--- config.mk ---
export PLATFORM = sky130hd
export DESIGN_NAME = rle_row_decompressor
export DESIGN_NICKNAME = d
export VERILOG_FILES = /design/src/rtl/rle_row_decompressor.sv
export SDC_FILE = /design/constraint.sdc
export NUM_CORES = 1
export LEC_CHECK = 0
export CORE_AREA = 2 2 92 94
export DETAILED_ROUTE_END_ITERATION = 12
export DIE_AREA = 0 0 94 96
export PLACE_DENSITY = 0.87
export SETUP_SLACK_MARGIN = 0.1
export SLEW_MARGIN = 15
export SYNTH_ARGS = -nofsm -noshare
export SYNTH_HDL_FRONTEND = slang
export SYNTH_SLANG_ARGS = --single-unit
--- constraint.sdc ---
create_clock -name clk -period 5.4 [get_ports clk]
set_input_delay 1.35 -clock clk [delete_from_list [all_inputs] [get_ports clk]]
set_output_delay 1.35 -clock clk [all_outputs]
set_load 0.005 [all_outputs]
--- src/rtl/rle_row_decompressor.sv ---
// Run-length decoder: expands {value, length} run words into packed pixel rows
// and hands each finished row downstream over a valid/ready handshake.
module rle_row_decompressor #(
    parameter int ROW_W = 28,
    parameter int ROWS  = 28,
    parameter int IDX_W = 8
) (
    input  logic             clk,
    input  logic             rst,
    input  logic             start_decompression,
    input  logic [15:0]      data_in,
    input  logic             data_valid,
    output logic             data_ready,
    output logic [ROW_W-1:0] row_out,
    output logic [IDX_W-1:0] row_idx,
    output logic             row_valid,
    input  logic             row_ready,
    output logic             busy,
    output logic             done,
    output logic             overflow
);

    localparam int COL_W = $clog2(ROW_W + 1);
    localparam int RUN_W = 15;
    localparam logic [COL_W-1:0] ROW_W_C  = COL_W'(ROW_W);
    localparam logic [IDX_W-1:0] LAST_ROW = IDX_W'(ROWS - 1);

    typedef enum logic [2:0] {
        S_IDLE,
        S_FETCH,
        S_EXPAND,
        S_EMIT,
        S_DONE
    } state_t;

    state_t           state,   state_nx;
    logic [ROW_W-1:0] row_buf, row_buf_nx;
    logic [COL_W-1:0] col,     col_nx;
    logic [RUN_W-1:0] run_rem, run_rem_nx;
    logic             run_val, run_val_nx;
    logic [IDX_W-1:0] idx,     idx_nx;
    logic             done_q,  done_nx;
    logic             ovf_q,   ovf_nx;

    logic [COL_W-1:0] space;
    logic [COL_W-1:0] seg_n;
    logic [COL_W-1:0] seg_end;
    logic [ROW_W-1:0] seg_mask;

    // One segment per cycle: the part of the current run that fits in this row.
    // Column 0 is the MSB, so the segment covers bits [ROW_W-1-col : ROW_W-seg_end].
    always_comb begin
        space    = ROW_W_C - col;
        seg_n    = (run_rem < RUN_W'(space)) ? COL_W'(run_rem) : space;
        seg_end  = col + seg_n;
        seg_mask = ({ROW_W{1'b1}} >> col) & ~({ROW_W{1'b1}} >> seg_end);
    end

    // NOTE: every signal written here gets a default first, so no path can leave
    // it unassigned and infer a latch.
    always_comb begin
        state_nx   = state;
        row_buf_nx = row_buf;
        col_nx     = col;
        run_rem_nx = run_rem;
        run_val_nx = run_val;
        idx_nx     = idx;
        done_nx    = done_q;
        ovf_nx     = ovf_q;
        data_ready = 1'b0;
        row_valid  = 1'b0;
        busy       = 1'b0;

        unique case (state)
            S_IDLE, S_DONE: begin
                if (start_decompression) begin
                    state_nx   = S_FETCH;
                    col_nx     = '0;
                    idx_nx     = '0;
                    row_buf_nx = '0;
                    run_rem_nx = '0;
                    done_nx    = 1'b0;
                    ovf_nx     = 1'b0;
                end
            end

            S_FETCH: begin
                data_ready = 1'b1;
                busy       = 1'b1;
                if (data_valid) begin
                    run_val_nx = data_in[15];
                    run_rem_nx = data_in[14:0];
                    // A zero-length word is swallowed without touching the row.
                    if (data_in[14:0] != '0) begin
                        state_nx = S_EXPAND;
                    end
                end
            end

            S_EXPAND: begin
                busy       = 1'b1;
                row_buf_nx = run_val ? (row_buf | seg_mask) : (row_buf & ~seg_mask);
                col_nx     = seg_end;
                run_rem_nx = run_rem - RUN_W'(seg_n);
                state_nx   = (seg_end == ROW_W_C) ? S_EMIT : S_FETCH;
            end

            S_EMIT: begin
                busy      = 1'b1;
                row_valid = 1'b1;
                if (row_ready) begin
                    row_buf_nx = '0;
                    col_nx     = '0;
                    if (idx == LAST_ROW) begin
                        state_nx = S_DONE;
                        done_nx  = 1'b1;
                        ovf_nx   = (run_rem != '0);
                    end else begin
                        idx_nx   = idx + IDX_W'(1);
                        state_nx = (run_rem != '0) ? S_EXPAND : S_FETCH;
                    end
                end
            end

            default: state_nx = S_IDLE;
        endcase
    end

    // NOTE: sequential state uses non-blocking assignments so every register
    // samples the pre-edge value of the others.
    always_ff @(posedge clk or negedge rst) begin
        if (!rst) begin
            state   <= S_IDLE;
            row_buf <= '0;
            col     <= '0;
            run_rem <= '0;
            run_val <= 1'b0;
            idx     <= '0;
            done_q  <= 1'b0;
            ovf_q   <= 1'b0;
        end else begin
            state   <= state_nx;
            row_buf <= row_buf_nx;
            col     <= col_nx;
            run_rem <= run_rem_nx;
            run_val <= run_val_nx;
            idx     <= idx_nx;
            done_q  <= done_nx;
            ovf_q   <= ovf_nx;
        end
    end

    assign row_out  = row_buf;
    assign row_idx  = idx;
    assign done     = done_q;
    assign overflow = ovf_q;

endmodule

; ---- Word level (Yosys, flattened, before mapping)
; Cells that the tools add are included.
[totals]
reg_bits = 62
latchBits = 0
ram_bits = 0
mem_bits_ro = 0
in_bits = 21
output_inout_bits = 41
elab_cells = 79
memories = 0
[classes]
n_addsub = 4
n_mul = 0
n_div = 0
n_lt_le_gt_ge = 1
eq_ne = 12
n_shift = 2
muxes = 33
n_bitwise = 5
reduce_logical = 14
[ops]
columns = cell, count
row1 = 2-to-1 mux 28 bit, 3
row2 = case mux 28 bit (3 select lines), 1
row3 = bitwise AND 28 bit, 2
row4 = NOT 28 bit, 2
row5 = >> shifter 28 x 5 -> 28 bit (first input constant), 2
row6 = case mux 15 bit (3 select lines), 1
row7 = 2-to-1 mux 15 bit, 2
row8 = nonzero test 15 bit, 2
row9 = bitwise OR 28 bit, 1
row10 = 2-to-1 mux 8 bit, 3
row11 = case mux 8 bit (2 select lines), 1
row12 = less-than comparator 15 x 5 -> 1 bit, 1
row13 = 2-to-1 mux 3 bit, 5
row14 = 2-to-1 mux 5 bit, 3
row15 = case mux 5 bit (3 select lines), 1
row16 = subtractor 15 x 5 -> 15 bit, 1
row17 = inequality test 2 bit (second input constant), 6
row18 = case mux 3 bit (4 select lines), 1
row19 = AND reduction 4 bit, 3
row20 = adder 8 x 1 -> 8 bit (second input constant), 1
row21 = equality test 8 x 5 -> 1 bit (second input constant), 1
row22 = 2-to-1 mux 1 bit, 8
row23 = equality test 3 x 2 -> 1 bit (second input constant), 2
row24 = AND reduction 3 bit, 2
row25 = 13 further kinds, 16

; ---- Longest topological paths before layout
; Gate-level depths: netlist of run 1.
[depth]
ltp_word = 11
ltp_mapped = 21
ltp_nobuf = 21

; ---- Worst setup path before layout of run 1
; OpenSTA, ideal clock, no wires.
[synth_path]
kind = register to register
start = register col[1]
end = register row_buf[25], in the netlist row_out[25]
setup_time_ps = 87
arrival_time_ps = 4229
t_required_ps = 5313
path_slack_ps = 1085
path_stages_with_launch = 22
n_path_buf = 1
synth_period_minus_slack_ps = 4315
cell_sequence = dfrtp_1 -> inv_1 -> ha_1 -> nand3b_1 -> xnor2_1 -> inv_1 -> ha_1 -> a21oi_1 -> nand4_2 -> a31oi_4 -> nand2_1 -> o21ai_0 -> ha_1 -> inv_1 -> fa_1 -> nand2b_1 -> a21oi_1 -> xnor2_4 -> xnor2_2 -> buf_6 -> a2111o_1 -> o211ai_1
[synth_via]
elab_chain_len = 11
elab_cells_between_ends = 13
cone_classes = 2 x add/sub / 1 x order compare / 2 x shift / 3 x mux / 5 x bitwise
[synth_rtl]
columns = element, line_no
row1 = "start, declared", 38  ; logic [COL_W-1:0] col, col_nx;
row2 = "start signal, assigned", 144  ; col <= col_nx;
row3 = subtractor 5 bit, 53  ; space = ROW_W_C - col;
row4 = less-than comparator 15 x 5 -> 1 bit, 54  ; seg_n = (run_rem < RUN_W'(space)) ? COL_W'(run_rem) : space;
row5 = 2-to-1 mux 5 bit, 54
row6 = adder 5 bit, 55  ; seg_end = col + seg_n;
row7 = >> shifter 28 x 5 -> 28 bit, 56  ; seg_mask = ({ROW_W{1'b1}} >> col) & ~({ROW_W{1'b1}} >> seg_end);
row8 = NOT 28 bit, 56
row9 = bitwise AND 28 bit (*), 56
row10 = NOT 28 bit, 102  ; row_buf_nx = run_val ? (row_buf | seg_mask) : (row_buf & ~seg_mask);
row11 = bitwise AND 28 bit, 102
row12 = 2-to-1 mux 28 bit (*), 102
row13 = case mux 28 bit (3 select lines) (*), 74  ; unique case (state)
row14 = "end signal, assigned", 143  ; row_buf <= row_buf_nx;
row15 = "end, declared", 37  ; logic [ROW_W-1:0] row_buf, row_buf_nx;
; Every way passes the cells marked *; elsewhere a longest branch is shown, timed or not.
; A chain may end at the register's enable or synchronous reset.

; ---- Worst setup path in the final report of run 1
[layout_path]
start = register col[1]
end = register row_buf[19], in the netlist row_out[19]
; Same word-level chain as after synthesis.

==> flow_metrics.env, run 1 <==
export IMPL_r2r_slack_ps=470
export IMPL_port_buffers=61
export IMPL_fp_row_count=33
export IMPL_path_delay_family="compound AO/OA/AOI/OAI gates"
export IMPL_ys_ff_latch=62
export IMPL_globalRouteOverflowTotal=0
export IMPL_period_share_pct=91.2
export IMPL_syn_area_sq_um=4430
export IMPL_synth_edf_count=0
export IMPL_clk_pin_slew_ps=80
export IMPL_antenna_found_initial=0
export IMPL_grt_usage_pct=28.4
export IMPL_ctsHoldBuffers=0
export IMPL_die_y_microns=96
export IMPL_core_sq_um=8050
export IMPL_hold_path_class="reg2reg"
export IMPL_cap_violations=0
export IMPL_htreeDepth=3
export IMPL_power_leakage_nw=2.33
export IMPL_drc=0
export IMPL_layout_min_cycle_time_ps=4930
export IMPL_start_util_pct=55.0
export IMPL_wl_per_cell_microns=17.9
export IMPL_diodes=0
export IMPL_cp_required_ps=5630
export IMPL_status="complete, no violations"
export IMPL_syn_area_per_cell_sq_um=8.39
export IMPL_synthToLayoutAreaGrowth_pct=21.9
export IMPL_grt_pass1_wl_microns=20400
export IMPL_stdcell_area_sq_um=5400
export IMPL_rsz0062_at_grt="no"
export IMPL_final_antenna_net_count=0
export IMPL_drt_pass1_iter_count=6
export IMPL_layout_common_cells="nand2_1 (63), dfrtp_1 (62), clkdlybuf4s50_1 (60), o21ai_0 (49), nor2_1 (45)"
export IMPL_path_class="reg2reg"
export IMPL_initialDrtViolationCount=596
export IMPL_syn_nets=570
export IMPL_regToRegEndpoint="row_out[19]$_DFFE_PN0P_"
export IMPL_min_to="done$_DFFE_PN0P_"
export IMPL_clock_latency_ps=350
export IMPL_finalHoldViolations=0
export IMPL_seq_area_frac_synth_pct=35.0
export IMPL_p_per_area_nw_per_um2=767
export IMPL_peakVddDrop_mv=0.387
export IMPL_synth_top_cell_by_area="dfrtp_1"
export IMPL_worstHoldPathCells=2
export IMPL_wirelength_microns=12400
export IMPL_slew_violations=0
export IMPL_worst_path_max_delay_cell="dfrtp_1"
export IMPL_layout_commonest_cell="nand2_1"
export IMPL_hpwlAfterDp_microns=8740
export IMPL_hold_ws_ps=495
export IMPL_num_vias=4557
export IMPL_rr_worst_depth=20
export IMPL_arrival_ps=5160
export IMPL_io_pins=62
export IMPL_synth_area_leaders="dfrtp_1 (35%), o21ai_0 (5.5%), ha_1 (5.4%)"
export IMPL_cts_root_buf="clkbuf_8"
export IMPL_synth_top_cell_area_share_pct=35.0
export IMPL_crit_path_max_fanout=12
export IMPL_power_total_mw=4.14
export IMPL_synthArstFlopShare_pct=100
export IMPL_drive_gt1_share_pct=9.29
export IMPL_place_congestion=0.891
export IMPL_tightestPinTransition_ps=939
export IMPL_max_slew_margin_pct=37.4
export IMPL_die_w_microns=94
export IMPL_fin_skew_ps=14.0
export IMPL_nNetsFinal=629
export IMPL_r2r_start="col[1]$_DFFE_PN0P_"
export IMPL_first_global_vias=4282
export IMPL_fmax_ghz=0.203
export IMPL_cts_tree="yes"
export IMPL_grt_max_degree=43
export IMPL_yosys_warnings=0
export IMPL_fillCellCount=661
export IMPL_vias_per_cell=6.54
export IMPL_syn_inst=528
export IMPL_cp_start_kind="flop"
export IMPL_placed_cell_area_sq_um=5110
export IMPL_setup_viol=0
export IMPL_slowest_delay_ps=490
export IMPL_synth_cell_types=68
export IMPL_clock_tree_buffer_depth=2
export IMPL_cts_buffers=9
export IMPL_cts_sinks=62
export IMPL_cp_num_buf_inv=3
export IMPL_crit_path_end_kind="flop"
export IMPL_ys_flop_type="dfrtp_1"
export IMPL_min_from="done$_DFFE_PN0P_"
export IMPL_die_area_sq_um=9020
export IMPL_crit_chain="inv_1 > ha_1 > nand3b_1 > xnor2_1 > inv_1 > ha_1 > a21oi_1 > nand4_2 > a31oi_4 > nand2_1 > o21ai_0 > ha_1 > inv_1 > fa_1 > nand2b_1 > a21oi_2 > xnor2_4 > xnor2_2 > a21bo_1 > a221o_1"
through the flow:
step | utilization [%] | setup WS [ps] | cells | setup TNS (ps)
after CTS | 66.3 | 305 | 692 | 0
after global routing | 67.1 | 157 | 697 | 0
after detailed placement | 63.5 | -40.3 | 676 | -40.3
final | 67.1 | 474 | 697 | 0
after global placement | 63.5 | 366 | 676 | 0
after floorplan | - | 1080 | 528 | 0
report_power, final:
| group | internal, mW | switching [mW] |
|---|---|---|
| clock network | 0.261 | 0.205 |
| logic | 1.10 | 1.82 |
| registers | 0.596 | 0.156 |
worst register-to-register path, cell delays in order (launching register included):
cell and delay (ps):
dfrtp_1 490, inv_1 180, ha_1 240, nand3b_1 180, xnor2_1 160, inv_1 80
ha_1 330, a21oi_1 180, nand4_2 120, a31oi_4 300, nand2_1 90, o21ai_0 130
ha_1 240, inv_1 60, fa_1 400, nand2b_1 170, a21oi_2 280, xnor2_4 270
xnor2_2 330, a21bo_1 260, a221o_1 330
sequential cells by signal, summed over array words and instances (netlist names):
name and flops:
run_rem 15, row_out 28, col 5, run_val 1, row_idx 8, done 1, state 3, overflow 1
layer usage:
| layer | part of all wire, % | GRT usage [%] | vias to the layer above |
|---|---|---|---|
| met2 | 49 | 47.4 | 298 |
| met3 | 8.5 | 4.54 | 40 |
| met1 | 40 | 36.3 | 2153 |
| li1 | - | - | 2066 |
| met5 | 0 | 0 | - |
| met4 | 2.9 | 13.4 | 0 |
what timing repair did:
| action | CTS | global route |
|---|---|---|
| endpoints found under the setup margin | 7 | 26 |
| setup buffers | 0 | 3 |
| cloned | 0 | 2 |
| gates resized for setup | 1 | 1 |
| pin swaps | 0 | 2 |
cell families after synthesis:
family	Yosys count	share of synthesized area [%]
fa+ha+maj	21	6.27
buf+inv	54	5.34
mux	6	1.50
flops	62	35.0
simple gates	189	20.9
compound gates	184	27.6
xor+xnor	12	3.39
Yosys cell counts (all sizes together), types with 3 or more instances:
| library cell | count |
|---|---|
| a21oi | 39 |
| ha | 19 |
| a21bo | 3 |
| and3 | 3 |
| mux2i | 4 |
| nand2 | 63 |
| a221o | 3 |
| inv | 26 |
| xnor2 | 6 |
| nor4 | 6 |
| o31ai | 3 |
| o22ai | 5 |
| buf | 9 |
| nand2b | 6 |
| o21ai | 54 |
| nor2b | 4 |
| a32oi | 6 |
| a211oi | 4 |
| or3 | 7 |
| xor2 | 6 |
| a21o | 9 |
| o311ai | 8 |
| clkbuf | 19 |
| a22oi | 12 |
| dfrtp | 62 |
| nor2 | 47 |
| nor3 | 15 |
| a31oi | 5 |
| a221oi | 5 |
| nand3 | 18 |
| and2 | 7 |
| nand4 | 5 |
| o211ai | 12 |
| a32o | 3 |
worst max path at each step:
| stage | start | endpoint | cells after the start |
|---|---|---|---|
| global placement | col[1]$_DFFE_PN0P_ | row_out[27]$_DFFE_PN0P_ | 20 |
| global route | col[1]$_DFFE_PN0P_ | run_rem[13]$_DFFE_PN0P_ | 17 |
| finish | col[1]$_DFFE_PN0P_ | row_out[19]$_DFFE_PN0P_ | 20 |
| detailed placement | col[1]$_DFFE_PN0P_ | row_out[27]$_DFFE_PN0P_ | 20 |
| floorplan | col[1]$_DFFE_PN0P_ | row_out[25]$_DFFE_PN0P_ | 21 |
| CTS | col[1]$_DFFE_PN0P_ | row_out[27]$_DFFE_PN0P_ | 20 |
final cells by class:
cell class | count | area, sq um | share of cell area, %
clock buffer | 9 | 124 | 2.29
clock inverter | 7 | 95.1 | 1.76
inverter | 26 | 100 | 1.85
multi-input combinational | 414 | 2700 | 49.9
sequential | 62 | 1550 | 28.7
tap | 105 | 131 | 2.43
timing repair buffer | 74 | 703 | 13.0
Note: power is estimated with default switching activity, not from simulation.
==> run 2, diff against run 1 <==
==> constraint.sdc (replaced) <==
create_clock -name clk -period 5.1 [get_ports clk]
set_input_delay 1.275 -clock clk [delete_from_list [all_inputs] [get_ports clk]]
set_output_delay 1.275 -clock clk [all_outputs]
set_load 0.005 [all_outputs]
==> flow_metrics.env, run 2 (synthesis results as in run 1) <==
export IMPL_status="complete, no violations"
export IMPL_largest_reg_flops=28
export IMPL_wl_met2_microns=6080
export IMPL_final_antenna_net_count=0
export IMPL_wl_met3_microns=1180
export IMPL_synthToLayoutAreaGrowth_pct=23.6
export IMPL_rsz0062_at_grt="yes"
export IMPL_initialDrtViolationCount=491
export IMPL_wl_met1_microns=5090
export IMPL_top_layer="met4"
export IMPL_diodes=0
export IMPL_finalHoldViolations=0
export IMPL_fin_skew_ps=13.4
export IMPL_die_area_sq_um=9020
export IMPL_cts_root_buf="clkbuf_8"
export IMPL_drc=0
export IMPL_cp_required_ps=5350
export IMPL_io_pins=62
export IMPL_num_vias=4536
export IMPL_cp_start_kind="flop"
export IMPL_setup_viol=0
export IMPL_cts_buffers=9
export IMPL_nNetsFinal=633
export IMPL_hold_path_class="reg2reg"
export IMPL_grt_max_degree=63
export IMPL_layout_common_cells="nand2_1 (63), dfrtp_1 (61), clkdlybuf4s50_1 (60), o21ai_0 (48), nor2_1 (45)"
export IMPL_place_congestion=0.910
export IMPL_start_util_pct=55.0
export IMPL_fmax_ghz=0.209
export IMPL_layout_commonest_cell="nand2_1"
export IMPL_core_sq_um=8050
export IMPL_htreeDepth=3
export IMPL_antenna_found_initial=0
export IMPL_fp_row_count=33
export IMPL_cts_sinks=62
export IMPL_period_share_pct=93.7
export IMPL_crit_path_end_kind="flop"
export IMPL_port_buffers=61
export IMPL_slew_violations=0
export IMPL_first_global_vias=4313
export IMPL_regArea_sq_um=1550
export IMPL_arrival_ps=5030
export IMPL_die_w_microns=94
export IMPL_wl_per_cell_microns=18.1
export IMPL_drive_gt1_share_pct=10.4
export IMPL_die_y_microns=96
export IMPL_setup_tns_ps=0
export IMPL_tightestPinTransition_ps=951
export IMPL_cts_tree="yes"
export IMPL_wirelength_microns=12700
export IMPL_grt_pass1_wl_microns=20400
export IMPL_grt_usage_pct=28.3
export IMPL_multi_input_area_sq_um=2760
export IMPL_cap_violations=0
export IMPL_hpwlAfterDp_microns=8580
export IMPL_drt_pass1_iter_count=10
export IMPL_vias_per_cell=6.47
export IMPL_path_class="reg2reg"
export IMPL_fillCellCount=666
export IMPL_crit_path_max_fanout=13
export IMPL_globalRouteOverflowTotal=0
export IMPL_max_slew_margin_pct=36.6
export IMPL_clock_tree_buffer_depth=2
export IMPL_clk_pin_slew_ps=80
export IMPL_clock_latency_ps=360
export IMPL_layout_min_cycle_time_ps=4780
-- run 2: path summary, 6_finish.rpt --
check | slack [ps] | cells after the start | start | endpoint
max | 320 | 21 | col[1]$_DFFE_PN0P_ | row_out[27]$_DFFE_PN0P_
min | 490 | 2 | done$_DFFE_PN0P_ | done$_DFFE_PN0P_
max in group asynchronous | 3440 | 2 | rst | col[1]$_DFFE_PN0P_
max reg2reg | 320 | 21 | col[1]$_DFFE_PN0P_ | row_out[27]$_DFFE_PN0P_
min reg2reg | 490 | 2 | done$_DFFE_PN0P_ | done$_DFFE_PN0P_
min in group asynchronous | 1090 | 2 | rst | row_out[7]$_DFFE_PN0P_
-- run 2: cell type report --
type	count	area share (%)
repair buffers	77	13.3
flip-flops and latches	62	28.4
multi-input cells	415	50.4
clock inverters	6	1.23
inverters	26	1.83
well taps	105	2.40
clock buffers	10	2.51
-- run 2: what timing repair did --
action	CTS	global route
gates cloned	0	3
endpoints found under the setup margin	9	34
hold buffers	0	0
gates resized for setup	1	8
pin swaps	0	2
hold endpoints to repair	0	0
buffers inserted	0	3
-- run 2: through the flow --
| stage | worst slack, ps | hold slack, ps | instance area (sq um) | std cells | util [%] |
|---|---|---|---|---|---|
| floorplan | 785 | 467 | 4430 | 528 | - |
| detailed placement | -19.9 | 474 | 5130 | 679 | 63.7 |
| global placement | 241 | 465 | 5130 | 679 | 63.7 |
| global route | -25.1 | 533 | 5480 | 701 | 68.0 |
| CTS | 252 | 494 | 5350 | 695 | 66.4 |
| finish | 323 | 492 | 5480 | 701 | 68.0 |
-- run 2: per-layer routing --
| metal | global-route usage [%] | vias to the layer above |
|---|---|---|
| met5 | 0 | - |
| met3 | 5.40 | 39 |
| met4 | 11.5 | 0 |
| met1 | 35.9 | 2145 |
| li1 | - | 2070 |
| met2 | 47.8 | 282 |
-- run 2: worst max-delay path, stage by stage, from the launching register on --
cell and delay (ps):
dfrtp_2 450, inv_1 140, ha_1 240, nand3b_1 180, xnor2_1 140, inv_1 80, ha_1 320, a21oi_1 190
nand4_2 130, a31oi_4 280, nand2_1 90, o21ai_0 130, ha_1 230, inv_1 60, fa_1 400, nand2b_1 160
a21oi_1 120, buf_4 160, xnor2_4 210, xnor2_4 500, nand2_1 140, o311ai_1 300
Power of run 2 is left out: the tool's default activity adds up to more than one toggle a clock period on the data nets, which glitch-free logic cannot reach.
